[src/rtl/fetch_ctrl.sv]
// Instruction-fetch sequencer: owns the PC, issues req/ack fetches and drives IF/ID
// write enable / flush, absorbing memory wait states, load-use stalls and branch redirects.
module fetch_ctrl #(
  parameter int unsigned          PC_W     = 32,
  parameter logic [PC_W-1:0]      RESET_PC = '0,
  parameter int unsigned          CNT_W    = 16
) (
  input  logic             i_clk,
  input  logic             i_rst,
  output logic             o_imem_req,
  output logic [PC_W-1:0]  o_imem_addr,
  input  logic             i_imem_ack,
  input  logic [PC_W-1:0]  i_imem_rdata,
  input  logic             i_ld_use_stall,
  input  logic             i_br_taken,
  input  logic [PC_W-1:0]  i_br_target,
  output logic             o_ifid_en,
  output logic             o_ifid_flush,
  output logic [PC_W-1:0]  o_pc_out,
  output logic [PC_W-1:0]  o_instr_out,
  output logic [CNT_W-1:0] o_stall_cycles
);

  typedef enum logic [1:0] {StBoot, StFetch, StHold} state_e;

  state_e            r_state, w_state_d;
  logic [PC_W-1:0]   r_pc, w_pc_d, w_pc4;
  logic [PC_W-1:0]   r_buf_instr, r_buf_pc4;
  logic [CNT_W-1:0]  r_stall_cycles;
  logic              w_buf_ld, w_cnt_inc;

  assign w_pc4          = r_pc + PC_W'(4);
  assign o_imem_addr    = r_pc;
  assign o_stall_cycles = r_stall_cycles;

  always_comb begin
    w_state_d    = r_state;
    w_pc_d       = r_pc;
    w_buf_ld     = 1'b0;
    o_imem_req   = 1'b0;
    o_ifid_en    = 1'b0;
    o_ifid_flush = 1'b0;
    o_pc_out     = '0;
    o_instr_out  = '0;
    unique case (r_state)
      StBoot: begin
        o_ifid_flush = 1'b1;
        w_state_d    = StFetch;
      end
      StFetch: begin
        o_imem_req  = 1'b1;
        o_instr_out = i_imem_rdata;
        o_pc_out    = w_pc4;
        // Taken branch wins over any ack or stall arriving in the same cycle.
        if (i_br_taken) begin
          o_ifid_flush = 1'b1;
          w_pc_d       = i_br_target;
        end else if (i_imem_ack) begin
          w_pc_d = w_pc4;
          if (i_ld_use_stall) begin
            w_buf_ld  = 1'b1;
            w_state_d = StHold;
          end else begin
            o_ifid_en = 1'b1;
          end
        end
      end
      StHold: begin
        o_instr_out = r_buf_instr;
        o_pc_out    = r_buf_pc4;
        if (i_br_taken) begin
          o_ifid_flush = 1'b1;
          w_pc_d       = i_br_target;
          w_state_d    = StFetch;
        end else if (!i_ld_use_stall) begin
          o_ifid_en = 1'b1;
          w_state_d = StFetch;
        end
      end
      default: w_state_d = StBoot;
    endcase
  end

  assign w_cnt_inc = (r_state != StBoot) && !o_ifid_en && !o_ifid_flush &&
                     (r_stall_cycles != {CNT_W{1'b1}});

  always_ff @(posedge i_clk) begin
    if (i_rst) begin
      r_state        <= StBoot;
      r_pc           <= RESET_PC;
      r_buf_instr    <= '0;
      r_buf_pc4      <= '0;
      r_stall_cycles <= '0;
    end else begin
      r_state <= w_state_d;
      r_pc    <= w_pc_d;
      if (w_buf_ld) begin
        r_buf_instr <= i_imem_rdata;
        r_buf_pc4   <= w_pc4;
      end
      if (w_cnt_inc) r_stall_cycles <= r_stall_cycles + CNT_W'(1);
    end
  end

endmodule

[config.mk]
export PLATFORM = sky130hd
export DESIGN_NAME = fetch_ctrl
export DESIGN_NICKNAME = d
export VERILOG_FILES = /design/src/rtl/fetch_ctrl.sv
export SDC_FILE = /design/constraint.sdc
export NUM_CORES = 1
export LEC_CHECK = 0
export ABC_AREA = 1
export ABC_CLOCK_PERIOD_IN_PS = 2700
export CORE_AREA = 2 2 118 120
export DETAILED_ROUTE_END_ITERATION = 16
export DIE_AREA = 0 0 120 122
export DONT_BUFFER_PORTS = 1
export HOLD_SLACK_MARGIN = 0.05
export PLACE_DENSITY = 0.72
export SYNTH_ARGS = -nofsm -noshare
export SYNTH_HDL_FRONTEND = slang
export SYNTH_SLANG_ARGS = --single-unit
export TNS_END_PERCENT = 20
[constraint.sdc]
create_clock -name i_clk -period 2.7 [get_ports i_clk]
set_input_delay 0.54 -clock i_clk [delete_from_list [all_inputs] [get_ports i_clk]]
set_output_delay 0.54 -clock i_clk [all_outputs]
set_load 0.01 [all_outputs]
==> results by group, run 1 <==
CTS
  – CTS clock-pin slew for the worst setup and hold paths: 0.06 ns
  – Clk root buf: clkbuf_16
  – Skew-Pair Late Insertion Delay: 0.42 ns
  – Clock buffer depth: 2
  – Clk sinks: 114
  – CTS tree: built
  – H-tree Lvls: 4
  – TritonCTS Buffers: 17

Worst setup path
  – Crit-path max FO: 4
  – Reg-to-Reg End: o_stall_cycles[4]
  – Worst Path Class, Setup: reg2out
  – Crit-path max cell delay: 0.37 ns
  – Reg-to-Reg Start: r_state[1]
  – Slowest cell on crit path: dfxtp_4
  – Data arrival, critical path: 2.11 ns
  – Crit path capture type: output port
  – Setup slack, reg-to-reg: 0.56 ns
  – Setup crit start kind: register
  – Crit path required time: 2.16 ns
  – CP Cell Sequence: ha_2 > nand2_2 > nor2_4 > nand2_4 > nor2_4 > xor2_2 > nand2_1 > a21oi_2
  – Register-to-Register Path Depth: 10
  – Most used cell, CP: nor2_4

GRT
  – First-pass GRT wire length: 30700 um
  – Largest net degree at the start of global routing: 68
  – Vias in the first global route: 5829
  – Grt peak-use layer: met2
  – M2 GR Usage: 0.4165
  – GR Util met3: 0.07303
  – Grt total ovfl: 0
  – GRT Total Usage: 0.2667
  – Initial antenna violation count: 0
  – Grt met1 use: 0.3557

Place
  – Final Wtd Congestion: 1.027
  – I/O Buffers: 0
  – DP Cell Count: 1184
  – Dpl hpwl: 13470 um

STA
  – Worst Skew: 0.008652 ns
  – Worst Hold Slack: 0.1854 ns
  – Final Hold Violating Endpoints: 0
  – Worst Tran Pin Value: 0.5291 ns
  – RSZ-0062 raised after global routing: yes
  – Final setup TNS: 0 ns
  – Final setup vio count: 0
  – Max-slew headroom: 0.6446
  – Min Tclk post-route: 2.655 ns
  – Period utilization: 0.9833
  – Slew Limit Fails: 0
  – Highest clock rate: 376.7 MHz

Routing
  – Drt via density: 5.410
  – Total Routed Length: 19610 um
  – Post-DR wirelength/cell: 16.10 um
  – Via count: 6589
  – Post-DRT Antenna Nets: 0
  – Drt drc: 0
  – First drt pass iteration count: 5
  – Initial drt markers: 443

Synthesis
  – Register area share after synthesis: 0.3468
  – Post-synthesis cell count: 1037
  – Avg Inst Size Synth: 6.346 um^2
  – Post-Syn Area: 6581 um^2
  – Area share of the leading cell type in the synthesized netlist: 0.3468
  – Syn. warnings: 0
  – Synthesis-stage register bit count: 114
  – Post-synth top area cell: dfxtp_1
  – Synth unique cells: 34
  – Ranking of synthesized cells by area: dfxtp_1 35%, nand2_1 20%, a21oi_1 13%, nor2_1 5.8%, o21ai_0 4.9%
  – Mapped Nets: 1112

Power
  – VDD IR max: 480.1 uV
  – PD cells: 690.2 nW/um^2
  – Static Leakage: 2.842 nW
  – Pwr Total: 5.182 mW

Floorplan
  – Standard-cell rows: 43
  – Die X: 120 um
  – Core area: 13500 um^2
  – Initial Util: 0.4874
  – Die area: 14640 um^2
  – I/O Pins: 184
  – Die Height: 122 um

Finish
  – Layout area overhead: 14.07%
  – Final #Nets: 1100
  – Layout cells sized above 1: 0.1301
  – Antenna diodes: 0
  – Final non-filler cell total: 1218

Min path
  – HP Class: in2reg
  – Hold Path End: r_buf_instr[16]
  – Min-delay src: i_rst
  – WHS Path Cells: 1

Job
  – Maxcap violations: 0

Outcome
  – Status: completed
[metrics by stage]
| step | instance area (um^2) | util | worst slack, ns |
|---|---|---|---|
| final | 7507 | 0.5559 | 0.04508 |
| after floorplan | 6581 | - | 0.6259 |
| after global placement | 6780 | 0.5021 | 0.3670 |
| after detailed placement | 6780 | 0.5021 | 0.3400 |
| after global routing | 7507 | 0.5559 | -0.05768 |
| after CTS | 7428 | 0.5501 | -0.009425 |
[cell usage in the layout (no fill, tap or decap), types with 2 or more instances in the layout]
cell / n
nor2_8: 2
ha_1: 3
nand3_1: 29
nand2_4: 2
bufinv_16: 3
xor2_1: 5
nor3_1: 4
inv_1: 63
a21oi_2: 12
and2_1: 2
clkbuf_1: 2
o21ai_1: 6
buf_12: 2
nand4_1: 3
nand3b_1: 7
nand2_1: 345
dfxtp_2: 13
clkinv_2: 3
nand2_2: 9
a21oi_1: 157
inv_2: 3
dfxtp_1: 100
xnor2_1: 6
ha_2: 3
clkinvlp_4: 3
clkbuf_16: 17
nor2_1: 100
clkbuf_8: 4
a21o_1: 3
buf_4: 27
o21ai_0: 65
a31oi_1: 3
nor2_2: 5
nor2_4: 12
a21oi_4: 2
xor2_2: 7
[registers in the layout (all words and copies together), names as in the netlist]
| signal | flops |
|---|---|
| r_state | 2 |
| o_imem_addr | 32 |
| o_stall_cycles | 16 |
| r_buf_instr | 32 |
| r_buf_pc4 | 32 |
[power breakdown]
part	leakage (nW)	switching, mW	internal (mW)
clock	0.295	0.785	1.54
combinational	1.62	0.600	0.265
sequential	0.932	0.186	1.80
[cells in the mapped netlist]
cell type,n
nand2_2,7
o21bai_2,1
nand2_1,347
o21ai_0,65
nor2_4,11
nand3_1,29
buf_2,18
buf_1,8
inv_1,63
a21oi_2,1
and2_1,2
inv_2,4
xor2_2,7
nor2_1,102
a21o_1,3
nor3b_2,1
nor2_8,2
ha_1,6
xnor2_1,6
nand3b_1,7
nor2_2,4
dfxtp_1,114
nand2_4,2
clkbuf_1,30
nand4_1,3
o21ai_2,1
nand3_4,1
a21oi_1,170
buf_4,3
nor3_1,4
o21ai_1,6
a31oi_1,3
xor2_1,5
buf_6,1
[routing by layer]
layer | share of wire | wire (um)
met1 | 0.45 | 8795
met2 | 0.45 | 8879
met3 | 0.081 | 1593
met4 | 0.018 | 346
met5 | 0 | 0
[cells by family after synthesis]
logic type               Yosys count  share of synthesized area
AO/OA/AOI/OAI                    250                     0.1939
buffers and inverters            127                    0.07871
XOR/XNOR                          18                    0.03194
AND/OR/NAND/NOR                  522                     0.3373
adder cells (fa/ha/maj)            6                    0.01141
flip-flops                       114                     0.3468
[how the worst max path moves through the flow]
stage	startpoint	cells past startpoint	end	slack (ns)
detailed placement	o_imem_addr[3]	9	o_pc_out[30]	0.34
CTS	o_imem_addr[11]	8	o_pc_out[23]	-0.009
floorplan	o_imem_addr[2]	8	o_pc_out[18]	0.63
global route	o_imem_addr[3]	9	o_pc_out[28]	-0.06
finish	o_imem_addr[3]	8	o_pc_out[16]	0.05
global placement	o_imem_addr[3]	9	o_pc_out[30]	0.37
[critical path: cells and delay by family, from the launching register on]
| family | cells | cell delay (ns) |
|---|---|---|
| flops | 1 | 0.37 |
| xor+xnor | 1 | 0.25 |
| fa+ha+maj | 1 | 0.19 |
| simple gates | 5 | 0.65 |
| compound gates | 1 | 0.23 |
[layout make-up]
cell class / instances / area (um^2)
clock buffers: 23 / 488.0
multi-input cells: 796 / 3867
inverters: 67 / 254.0
clock inverters: 9 / 127.6
well taps: 180 / 225.2
repair buffers: 29 / 242.7
fillers: 1330 / 5997
flip-flops and latches: 114 / 2302
[timing repair]
| action | CTS | global route |
|---|---|---|
| gates resized for setup | 11 | 25 |
| pin swaps | 1 | 7 |
| buffers inserted | 0 | 2 |
| cloned | 0 | 0 |
| hold buffers | 0 | 0 |
| endpoints found under the setup margin | 12 | 59 |
(Power assumes the default switching activity.)
==> run 2: changes to the inputs <==
--- a/config.mk
+++ b/config.mk
@@ -6,10 +6,10 @@
 export NUM_CORES = 1
 export LEC_CHECK = 0
 export ABC_AREA = 1
-export ABC_CLOCK_PERIOD_IN_PS = 2700
-export CORE_AREA = 2 2 118 120
+export ABC_CLOCK_PERIOD_IN_PS = 2500
+export CORE_AREA = 2 2 106 134
 export DETAILED_ROUTE_END_ITERATION = 16
-export DIE_AREA = 0 0 120 122
+export DIE_AREA = 0 0 108 136
 export DONT_BUFFER_PORTS = 1
 export HOLD_SLACK_MARGIN = 0.05
 export PLACE_DENSITY = 0.72
==> constraint.sdc (replaced) <==
create_clock -name i_clk -period 2.5 [get_ports i_clk]
set_input_delay 0.5 -clock i_clk [delete_from_list [all_inputs] [get_ports i_clk]]
set_output_delay 0.5 -clock i_clk [all_outputs]
set_load 0.01 [all_outputs]
==> run 2 against run 1 <==
Compared with the run above:
- the flow now finishes with violations (negative setup slack)
- final area rose by 2.7%
- routed wire length rose by 1.9%
- register-to-register slack lost 0.30 ns
- critical endpoint is now o_pc_out[6]
- clock skew about the same
- global-route usage decreased by 0.14 points
- via count grew 1.6%
- count of clock-buffer cells in the layout is 3 higher
- first-iteration DRC count is 9.7% higher
- largest power group is now registers
- die area up 0.33%
==> results by group, run 2 (same netlist as run 1, synthesis figures left out) <==
Outcome
  – Status: finished, violations left (was completed)
  – Failing checks: negative setup slack

GRT
  – Vias in the first global route: 6042 (was 5829)
  – Grt total ovfl: 0 (unchanged)
  – Largest net degree at the start of global routing: 71 (was 68)
  – GRT Total Usage: 0.2653 (was 0.2667)
  – First-pass GRT wire length: 30400 um (was 30700 um)
  – Initial antenna violation count: 0 (unchanged)

Routing
  – Post-DRT Antenna Nets: 0 (unchanged)
  – Post-DR wirelength/cell: 16.34 um (was 16.10 um)
  – Met3 WL: 1581 um (was 1593 um)
  – Total Routed Length: 19980 um (was 19610 um)
  – Initial drt markers: 486 (was 443)
  – First drt pass iteration count: 6 (was 5)
  – Met2 wire length: 9853 um (was 8879 um)
  – Drt via density: 5.473 (was 5.410)
  – Drt drc: 0 (unchanged)
  – Met1 WL: 8214 um (was 8795 um)
  – Max Used Layer: met4 (unchanged)
  – Via count: 6693 (was 6589)

STA
  – Final Hold Violating Endpoints: 0 (unchanged)
  – Min Tclk post-route: 2.509 ns
  – Worst Hold Slack: 0.1490 ns (was 0.1854 ns)
  – Worst Skew: 0.008700 ns (was 0.008652 ns)
  – Max-slew headroom: 0.2712 (was 0.6446)
  – Highest clock rate: 398.5 MHz
  – Final setup vio count: 1 (was 0)
  – Period utilization: 1.004
  – RSZ-0062 raised after global routing: yes (unchanged)
  – Slew Limit Fails: 0 (unchanged)
  – Worst Tran Pin Value: 1.093 ns (was 0.5291 ns)
  – Final worst slack: -0.009301 ns (was 0.04508 ns)

CTS
  – H-tree Lvls: 4 (unchanged)
  – TritonCTS Buffers: 17 (unchanged)
  – CTS tree: built (unchanged)
  – Skew-Pair Late Insertion Delay: 0.42 ns (about the same)
  – Clk root buf: clkbuf_16 (unchanged)
  – Clk sinks: 114 (unchanged)
  – Clock buffer depth: 2 (unchanged)
  – CTS clock-pin slew for the worst setup and hold paths: 0.05 ns (was 0.06 ns)

Finish
  – Most common cell after layout, fill and taps aside: nand2_1 (unchanged)
  – Layout area overhead: 17.19% (was 14.07%)
  – Commonest cells after routing, fill and taps aside: 336 x nand2_1, 139 x a21oi_1, 98 x nor2_1 (was 345 x nand2_1, 157 x a21oi_1, 100 x nor2_1, 100 x dfxtp_1, 65 x o21ai_0)
  – Final #Nets: 1110 (was 1100)
  – Layout cells sized above 1: 0.1679 (was 0.1301)
  – Antenna diodes: 0 (unchanged)

Worst setup path
  – Crit path required time: 2.00 ns (was 2.16 ns)
  – Crit path capture type: output port (unchanged)
  – Crit path from: r_state[1] (was o_imem_addr[3])
  – Slowest cell on crit path: dfxtp_1 (was dfxtp_4)
  – CP bufs+invs: 4 (was 0)
  – Crit-path max cell delay: 0.42 ns (was 0.37 ns)
  – Crit-path max FO: 28 (was 4)
  – Data arrival, critical path: 2.01 ns (was 2.11 ns)
  – Worst Path Class, Setup: reg2out (unchanged)
  – Reg-to-Reg Start: r_state[1] (unchanged)
  – CP delay by family, top: buffers and inverters (was simple AND/OR/NAND/NOR gates)
  – Setup crit start kind: register (unchanged)
  – CP Cell Sequence: inv_1 > ha_1 > inv_6 > buf_12 > a21oi_1 > buf_4 (was ha_2 > nand2_2 > nor2_4 > nand2_4 > nor2_4 > xor2_2 > nand2_1 > a21oi_2)

Floorplan
  – Core area: 13510 um^2 (was 13500 um^2)
  – Initial Util: 0.4870 (was 0.4874)
  – Standard-cell rows: 48 (was 43)
  – Die X: 108 um (was 120 um)
  – I/O Pins: 184 (unchanged)
  – Die area: 14690 um^2 (was 14640 um^2)
  – Die Height: 136 um (was 122 um)

Place
  – I/O Buffers: 0 (unchanged)
  – Final Wtd Congestion: 0.9394 (was 1.027)
  – Dpl hpwl: 13240 um (was 13470 um)

Power
  – Sw Share: 0.3196 (was 0.3032)
  – Clock network fraction of total power: 0.403 (was 0.449)
  – P_sw: 1.704 mW (was 1.571 mW)
  – Combinational power share: 0.193 (was 0.167)
  – PD cells: 691.3 nW/um^2 (was 690.2 nW/um^2)
  – VDD IR max: 530.2 uV (was 480.1 uV)
  – Static Leakage: 2.917 nW (was 2.842 nW)
  – Pwr Total: 5.331 mW (was 5.182 mW)
  – Internal: 3.627 mW (was 3.610 mW)
  – Flop pwr share: 0.404 (was 0.384)

Min path
  – Min-delay src: i_rst (unchanged)
  – HP Class: in2reg (unchanged)

Job
  – Maxcap violations: 0 (unchanged)
run 2: path summary, 6_finish.rpt:
check,endpoint,cells after the start,slack (ns)
hold / removal,r_buf_pc4[4],1,0.15
setup reg to reg,o_stall_cycles[3],10,0.26
setup / recovery,o_pc_out[6],6,-0.009
hold reg to reg,r_buf_pc4[3],2,0.45
run 2: power by group through the flow:
stage               combinational, mW  sequential [mW]  clock (mW)
floorplan                       0.653             2.13           0
global placement                0.916             2.16           0
detailed placement              0.926             2.16           0
CTS                             0.966             2.14        2.19
global route                     1.13             2.16        2.25
finish                           1.03             2.15        2.15
run 2: cell type report:
cell class,instances,area [um^2]
tap,175,219.0
fill,1329,5801
timing repair buffer,39,359.1
inverter,67,256.5
sequential,114,2315
clock buffer,26,489.2
multi-input combinational,796,4044
clock inverter,6,30.03
run 2: layer usage:
layer,GRT usage,vias to the layer above
met5,0,-
met3,0.06807,24
met1,0.3041,3097
met4,0.1054,0
li1,-,3316
met2,0.4679,256
run 2: stage by stage:
stage	util	setup WS, ns	TNS, ns	instances	instance area [um^2]
CTS	0.5554	-0.05017	-0.1526	1218	7505
detailed placement	0.5057	0.1982	0	1182	6834
finish	0.5707	-0.009301	-0.009301	1223	7712
global placement	0.5057	0.2284	0	1182	6834
global route	0.5707	-0.08335	-0.9429	1223	7712
floorplan	-	0.4659	0	1037	6581
run 2: repair_timing:
action	in CTS	in global routing
gates cloned	0	0
setup buffers	4	5
hold buffers	0	0
gates resized for setup	41	43
setup endpoints to repair	29	49
pin swaps	9	24
